--- config.mk ---
export PLATFORM = sky130hd
export DESIGN_NAME = id_ex_control_stage
export DESIGN_NICKNAME = d
export VERILOG_FILES = /design/src/rtl/id_ex_control_stage.sv
export SDC_FILE = /design/constraint.sdc
export NUM_CORES = 1
export LEC_CHECK = 0
export ABC_AREA = 1
export CAP_MARGIN = 30
export CORE_MARGIN = 4
export CORE_UTILIZATION = 34
export DETAILED_ROUTE_END_ITERATION = 8
export PLACE_DENSITY_LB_ADDON = 0.05
export RECOVER_POWER = 100
export SLEW_MARGIN = 25
export SYNTH_ARGS = -nofsm -noshare
export SYNTH_HDL_FRONTEND = slang
export SYNTH_SLANG_ARGS = --single-unit
export TNS_END_PERCENT = 5
--- constraint.sdc ---
create_clock -name clk -period 1.1 [get_ports clk]
set_input_delay 0.22 -clock clk [delete_from_list [all_inputs] [get_ports clk]]
set_output_delay 0.22 -clock clk [all_outputs]
set_load 0.05 [all_outputs]
--- src/rtl/id_ex_control_stage.sv ---
// ID-stage main control decoder plus the ID/EX control pipeline register.
// Detects load-use hazards, stalls IF/ID, and inserts bubbles on hazard or flush.
module id_ex_control_stage #(
    parameter int unsigned HAZARD_EN = 1,
    parameter int unsigned REG_W     = 5
) (
    input  logic             clk,
    input  logic             rst_n,
    input  logic             id_valid,
    input  logic [31:0]      id_instr,
    input  logic             flush,
    output logic             stall_if_id,
    output logic             ex_valid,
    output logic [1:0]       ex_alu_op,
    output logic [3:0]       ex_function,
    output logic             ex_alu_src,
    output logic             ex_mem_read,
    output logic             ex_mem_write,
    output logic             ex_mem_to_reg,
    output logic             ex_reg_write,
    output logic             ex_branch,
    output logic             ex_jump,
    output logic [REG_W-1:0] ex_write_reg,
    output logic [REG_W-1:0] ex_rs,
    output logic [REG_W-1:0] ex_rt,
    output logic             illegal_seen
);

    localparam logic [5:0] OpRtype = 6'b000000;
    localparam logic [5:0] OpLw    = 6'b100011;
    localparam logic [5:0] OpSw    = 6'b101011;
    localparam logic [5:0] OpAddi  = 6'b001000;
    localparam logic [5:0] OpSlti  = 6'b001010;
    localparam logic [5:0] OpBeq   = 6'b000100;
    localparam logic [5:0] OpJ     = 6'b000010;

    typedef struct packed {
        logic             valid;
        logic [1:0]       alu_op;
        logic [3:0]       func;
        logic             alu_src;
        logic             mem_read;
        logic             mem_write;
        logic             mem_to_reg;
        logic             reg_write;
        logic             branch;
        logic             jump;
        logic [REG_W-1:0] write_reg;
        logic [REG_W-1:0] rs;
        logic [REG_W-1:0] rt;
    } ctrl_t;

    logic [5:0]       id_op;
    logic [REG_W-1:0] id_rs;
    logic [REG_W-1:0] id_rt;
    logic [REG_W-1:0] id_rd;
    logic [3:0]       id_func;
    logic             unused_instr_bits;

    assign id_op   = id_instr[31:26];
    assign id_rs   = id_instr[25:21];
    assign id_rt   = id_instr[20:16];
    assign id_rd   = id_instr[15:11];
    assign id_func = id_instr[3:0];
    assign unused_instr_bits = ^id_instr[10:4];

    ctrl_t dec;
    logic  dec_legal;
    logic  dec_uses_rt;

    always_comb begin
        dec         = '0;
        dec_legal   = 1'b1;
        dec_uses_rt = 1'b0;
        case (id_op)
            OpRtype: begin
                dec.alu_op    = 2'b00;
                dec.func      = id_func;
                dec.reg_write = 1'b1;
                dec.write_reg = id_rd;
                dec_uses_rt   = 1'b1;
            end
            OpLw: begin
                dec.alu_op     = 2'b11;
                dec.alu_src    = 1'b1;
                dec.mem_read   = 1'b1;
                dec.mem_to_reg = 1'b1;
                dec.reg_write  = 1'b1;
                dec.write_reg  = id_rt;
            end
            OpSw: begin
                dec.alu_op    = 2'b11;
                dec.alu_src   = 1'b1;
                dec.mem_write = 1'b1;
                dec_uses_rt   = 1'b1;
            end
            OpAddi: begin
                dec.alu_op    = 2'b11;
                dec.alu_src   = 1'b1;
                dec.reg_write = 1'b1;
                dec.write_reg = id_rt;
            end
            OpSlti: begin
                dec.alu_op    = 2'b10;
                dec.alu_src   = 1'b1;
                dec.reg_write = 1'b1;
                dec.write_reg = id_rt;
            end
            OpBeq: begin
                dec.alu_op  = 2'b01;
                dec.branch  = 1'b1;
                dec_uses_rt = 1'b1;
            end
            OpJ: begin
                dec.alu_op = 2'b00;
                dec.jump   = 1'b1;
            end
            default: dec_legal = 1'b0;
        endcase
        dec.valid = 1'b1;
        dec.rs    = id_rs;
        dec.rt    = id_rt;
        // r0 is hard-wired zero; everything else about the instruction still loads.
        if (dec.write_reg == '0) begin
            dec.reg_write = 1'b0;
        end
        if (!dec_legal) begin
            dec = '0;
        end
    end

    ctrl_t ex_q, ex_d;
    logic  illegal_q, illegal_d;
    logic  hazard;

    // Only a load in EX with a non-zero destination can create a load-use hazard.
    assign hazard = (HAZARD_EN != 0) && id_valid && ex_q.valid && ex_q.mem_read &&
                    (ex_q.rt != '0) &&
                    ((ex_q.rt == id_rs) || ((ex_q.rt == id_rt) && dec_uses_rt));

    assign stall_if_id = hazard && !flush;

    always_comb begin
        ex_d      = ex_q;
        illegal_d = illegal_q;
        if (flush || hazard || !id_valid) begin
            ex_d = '0;
        end else begin
            ex_d = dec;
            if (!dec_legal) begin
                illegal_d = 1'b1;
            end
        end
    end

    always_ff @(posedge clk) begin
        if (!rst_n) begin
            ex_q      <= '0;
            illegal_q <= 1'b0;
        end else begin
            ex_q      <= ex_d;
            illegal_q <= illegal_d;
        end
    end

    assign ex_valid      = ex_q.valid;
    assign ex_alu_op     = ex_q.alu_op;
    assign ex_function   = ex_q.func;
    assign ex_alu_src    = ex_q.alu_src;
    assign ex_mem_read   = ex_q.mem_read;
    assign ex_mem_write  = ex_q.mem_write;
    assign ex_mem_to_reg = ex_q.mem_to_reg;
    assign ex_reg_write  = ex_q.reg_write;
    assign ex_branch     = ex_q.branch;
    assign ex_jump       = ex_q.jump;
    assign ex_write_reg  = ex_q.write_reg;
    assign ex_rs         = ex_q.rs;
    assign ex_rt         = ex_q.rt;
    assign illegal_seen  = illegal_q;

endmodule

======== Yosys cells after proc, flatten, opt, wreduce, memory -nomap -nowiden ========
Cells that the tools add are included.
word-level totals
  register bits after elaboration ......... 29
  input bits .............................. 36
  output and inout port bits .............. 31
  logic and storage cells ................. 63
operators by class
  equality and inequality tests ........... 8
  mux-type cells .......................... 13
  bitwise gates (word level) .............. 4
  reductions and logical operators ........ 25
operators by type and width
  cell                                                              number
  29-bit 2-to-1 mux                                                 1
  4-bit OR reduction                                                4
  6-bit by 4-bit == test with 1-bit output (second input constant)  2
  6-bit == test (second input constant)                             2
  3-bit OR reduction                                                4
  5-bit == test                                                     2
  5-bit case mux with 2 select lines                                1
  1-bit 2-to-1 mux                                                  9
  7-bit OR reduction                                                1
  6-bit by 2-bit == test with 1-bit output (second input constant)  1
  6-bit by 3-bit == test with 1-bit output (second input constant)  1
  1-bit logical AND                                                 6
  6-bit zero test                                                   1
  2-bit case mux with 3 select lines                                1
  5-bit zero test                                                   1
  5-bit nonzero test                                                1
  4-bit 2-to-1 mux                                                  1
  1-bit inverter                                                    4
  1-bit logical OR                                                  3
  1-bit zero test                                                   2
  2-bit AND reduction                                               1
  2-bit OR reduction                                                1

======== Logic depth before layout (Yosys ltp) ========
  depth in word-level cells ............... 10
  mapped depth ............................ 10
  gate-level depth less buffers ........... 9

======== Worst setup path before layout ========
OpenSTA, ideal clock, no wires.
  kind .................................... flip-flop to output port
  start point ............................. register ex_q, in the netlist ex_rt[1]
  end point ............................... output port stall_if_id
  data arrival time ....................... 1.878 ns
  required time ........................... 0.880 ns
  path slack .............................. -0.998 ns
  cell stages (with the launch flop) ...... 9
  path buffers ............................ 0
  cells stage by stage .................... dfxtp_1 inv_1 nand2_1 nand2_1 nor2_1 nand2_1 o21ai_2 nand2_2 nor2_1
between the ends
  longest elaborated chain between the ends .. 5
ends and longest elaborated chain
  element                 line  text
  start, declared         132   ctrl_t ex_q, ex_d;
  start signal, assigned  158   ex_q <= '0;
  start signal, assigned  161   ex_q <= ex_d;
  5-bit == test           139   ((ex_q.rt == id_rs) || ((ex_q.rt == id_rt) && dec_uses_rt));
  1-bit logical AND       139
  1-bit logical OR        139
  1-bit logical AND *     138   (ex_q.rt != '0) &&
  1-bit logical AND *     141   assign stall_if_id = hazard && !flush;
  end, declared           12    output logic stall_if_id,
Mark *: on every way between the ends. The rest lies on a longest branch, timed or not.

======== Final worst setup path ========
  start point ............................. input port id_instr[20]
  end point ............................... output port stall_if_id
between the ends
  longest elaborated chain between the ends .. 5
ends and longest elaborated chain
  element            line  text
  start, declared    10    input logic [31:0] id_instr,
  5-bit == test      139
  1-bit logical AND  139
  1-bit logical OR   139
  1-bit logical AND  138
  1-bit logical AND  141
No other way between the ends.

==> results.cfg <==
[run_status]
status = finished, violations left
violations = setup timing

[power]
p_comb_share_pct = 17.9
power_frac_clock_pct = 29.6
ir_drop_uv = 661
power.density_mw_per_mm2 = 746
intPower_uw = 1480
leakage_uw = 0.00125
p_sw_share_pct = 26.4
seq_power_share_pct = 52.5
p_sw_uw = 528

[die]
io-pin-count = 67
rows = 21
die_h_um = 67.2
core_area_mm2 = 0.00336
die_width_um = 67.2
initial_core_util_pct = 35.4
die_area_mm2 = 0.00451

[final_layout]
areaGrowthSynthToFinish_pct = 126
antenna_cells = 0
drive_gt1_share_pct = 50.6
fin_area_mm2 = 0.00269
nFillCells = 227
final_util_pct = 79.9
final_common_cell = buf_4
mostFrequentLayoutCells = 37 x buf_4, 29 x buf_12, 26 x nor2_1
final_nets = 298

[global_route]
grt_max_degree = 10
grt_pass1_vias = 1490
track_usage_pct = 20.1
grt_pass1_wl_um = 6690
overflow = 0
antenna_found_initial = 0

[job]
drv_cap = 0

[critical_path]
endpoint = stall_if_id
cp_num_buf_inv = 2
slowest_delay_ns = 0.51
critPathSlowestCell = clkdlybuf4s50_1
arrival_ns = 1.51
startpoint = id_instr[20]
reg2reg_slack_ns = -0.40
worstReg2RegStart = ex_rt[0]
crit_fanout = 2
cp-start-kind = input pin
crit_family = buffers and inverters
cp.required_ns = 0.88
rr_endpoint = ex_mem_write
path_class = input pin to primary output
cp_cell_sequence = clkdlybuf4s50_1 -> xnor2_1 -> nand3_1 -> o21ai_2 -> nand2_2 -> nor2_4 -> buf_12
cp.depth = 7
endpoint_kind = primary output
reg2regPathDepth = 10

[route]
drcViolationCount = 0
dr_total_vias = 1359
dr.pass1.iters = 4
via_per_inst = 4.40
drtIter0Drc = 43
drt-total-wl_um = 4220
ant_nets = 0
drt-wirelength-per-cell_um = 13.7

[sta]
final.setup.tns_ns = -12.00
post-route-period-util_pct = 158
finalMaxSlewViolations = 0
max_freq_ghz = 0.577
setup_ws_ns = -0.633
fin_skew_ns = 0.00545
setup_viol = 38
tightestPinTransition_ns = 0.260
layout_min_cycle_time_ns = 1.73
slew_headroom_pct = 82.6
rsz0062_at_grt = yes
final_hold_viol_count = 0

[clock_tree]
cts_tree = done
clk_latency_ns = 0.32
cts_buffers = 5
cts_root_buf = clkbuf_4
clock_sinks = 29
cts_buffer_depth = 2
clk_pin_slew_ns = 0.09
cts_htree_levels = 2

[synthesis]
seq_area_frac_synth_pct = 48.7
synth.avg_cell_area_um2 = 7.79
synthCells = 153
synth_top_area_share_pct = 48.7
synth_nets = 189
synth-seq-cells = 29
synth_area_mm2 = 0.00119
yosys-top-cells-area = dfxtp_1 49%, nor2_1 12%, inv_1 9.1%
yosys_warnings = 0
synth_top_area_cell = dfxtp_1
synth_cell_types = 21

[worst_hold_path]
hp-class = input pin to register

[placed_design]
placed_area_mm2 = 0.00242
dpl.hpwl_um = 3010
dp_slack_ns = -0.796
portBuffers = 59
place_congestion = 0.989
## power by group through the flow
stage               Sequential (µW)  Clock, µW  Combinational [µW]
CTS                            1050        618                 344
global route                   1050        665                 383
floorplan                      1090          0                77.7
detailed placement             1080          0                 316
finish                         1050        594                 359
global placement               1070          0                 304
## area by class of cell
type	count	area [µm²]	share of cell area, %
inverters	29	109	4.05
multi-input cells	92	582	21.7
flip-flops and latches	29	608	22.6
clock buffers	5	37.5	1.40
repair buffers	105	1280	47.6
clock inverters	3	12.5	0.466
well taps	46	57.6	2.14
## worst min-delay path, stage by stage
cell and delay [ns]:
dlymetal6s2s_1 0.14, inv_1 0.07, nor2_1 0.04
## synthesized netlist by cell type (all sizes together)
cell type,n
nand4,2
nand3b,1
xnor2,4
nor2,44
nor3,1
xor2,4
buf,3
a21oi,3
nand3,12
inv,29
a22oi,2
nand2,17
dfxtp,29
o21ai,2
## worst min-delay path by stage
stage                  from  cells after the start      endpoint  slack [ns]
2_1_floorplan  id_instr[16]                      2      ex_rt[0]        0.32
3_3_place_gp   illegal_seen                      2  illegal_seen        0.47
3_5_place_dp   illegal_seen                      2  illegal_seen        0.52
4_1_cts        id_instr[17]                      3      ex_rt[1]        0.31
5_1_grt        id_instr[23]                      3      ex_rs[2]        0.19
6_report       id_instr[23]                      3      ex_rs[2]        0.18
## per-stage QoR
stage	hold WS, ns	cells	power [µW]
global placement	0.475	290	1380
detailed placement	0.518	290	1390
CTS	0.307	308	2010
finish	0.178	309	2000
global route	0.194	309	2100
floorplan	0.323	153	1170
## cells by family after synthesis
logic type	Yosys count	share of synthesized area [%]
buf+inv	32	12.0
simple gates	77	29.7
compound gates	7	3.68
xor+xnor	8	5.88
flops	29	48.7
## repair_timing
item                                    CTS  global route
gates cloned                              1             0
pin swaps                                14             6
hold buffers                              0             0
buffers inserted                          9             2
endpoints found under the setup margin   40            44
resized for setup                        32            21
## routing by layer
| metal | vias up | track usage [%] | share of wire (%) |
|---|---|---|---|
| met2 | 47 | 39.1 | 57 |
| met4 | 0 | 7.85 | 1.5 |
| li1 | 682 | - | - |
| met3 | 7 | 5.49 | 6.1 |
| met5 | - | 0 | 0 |
| met1 | 623 | 19.8 | 36 |
No activity file was read; power rests on OpenSTA's default activity.
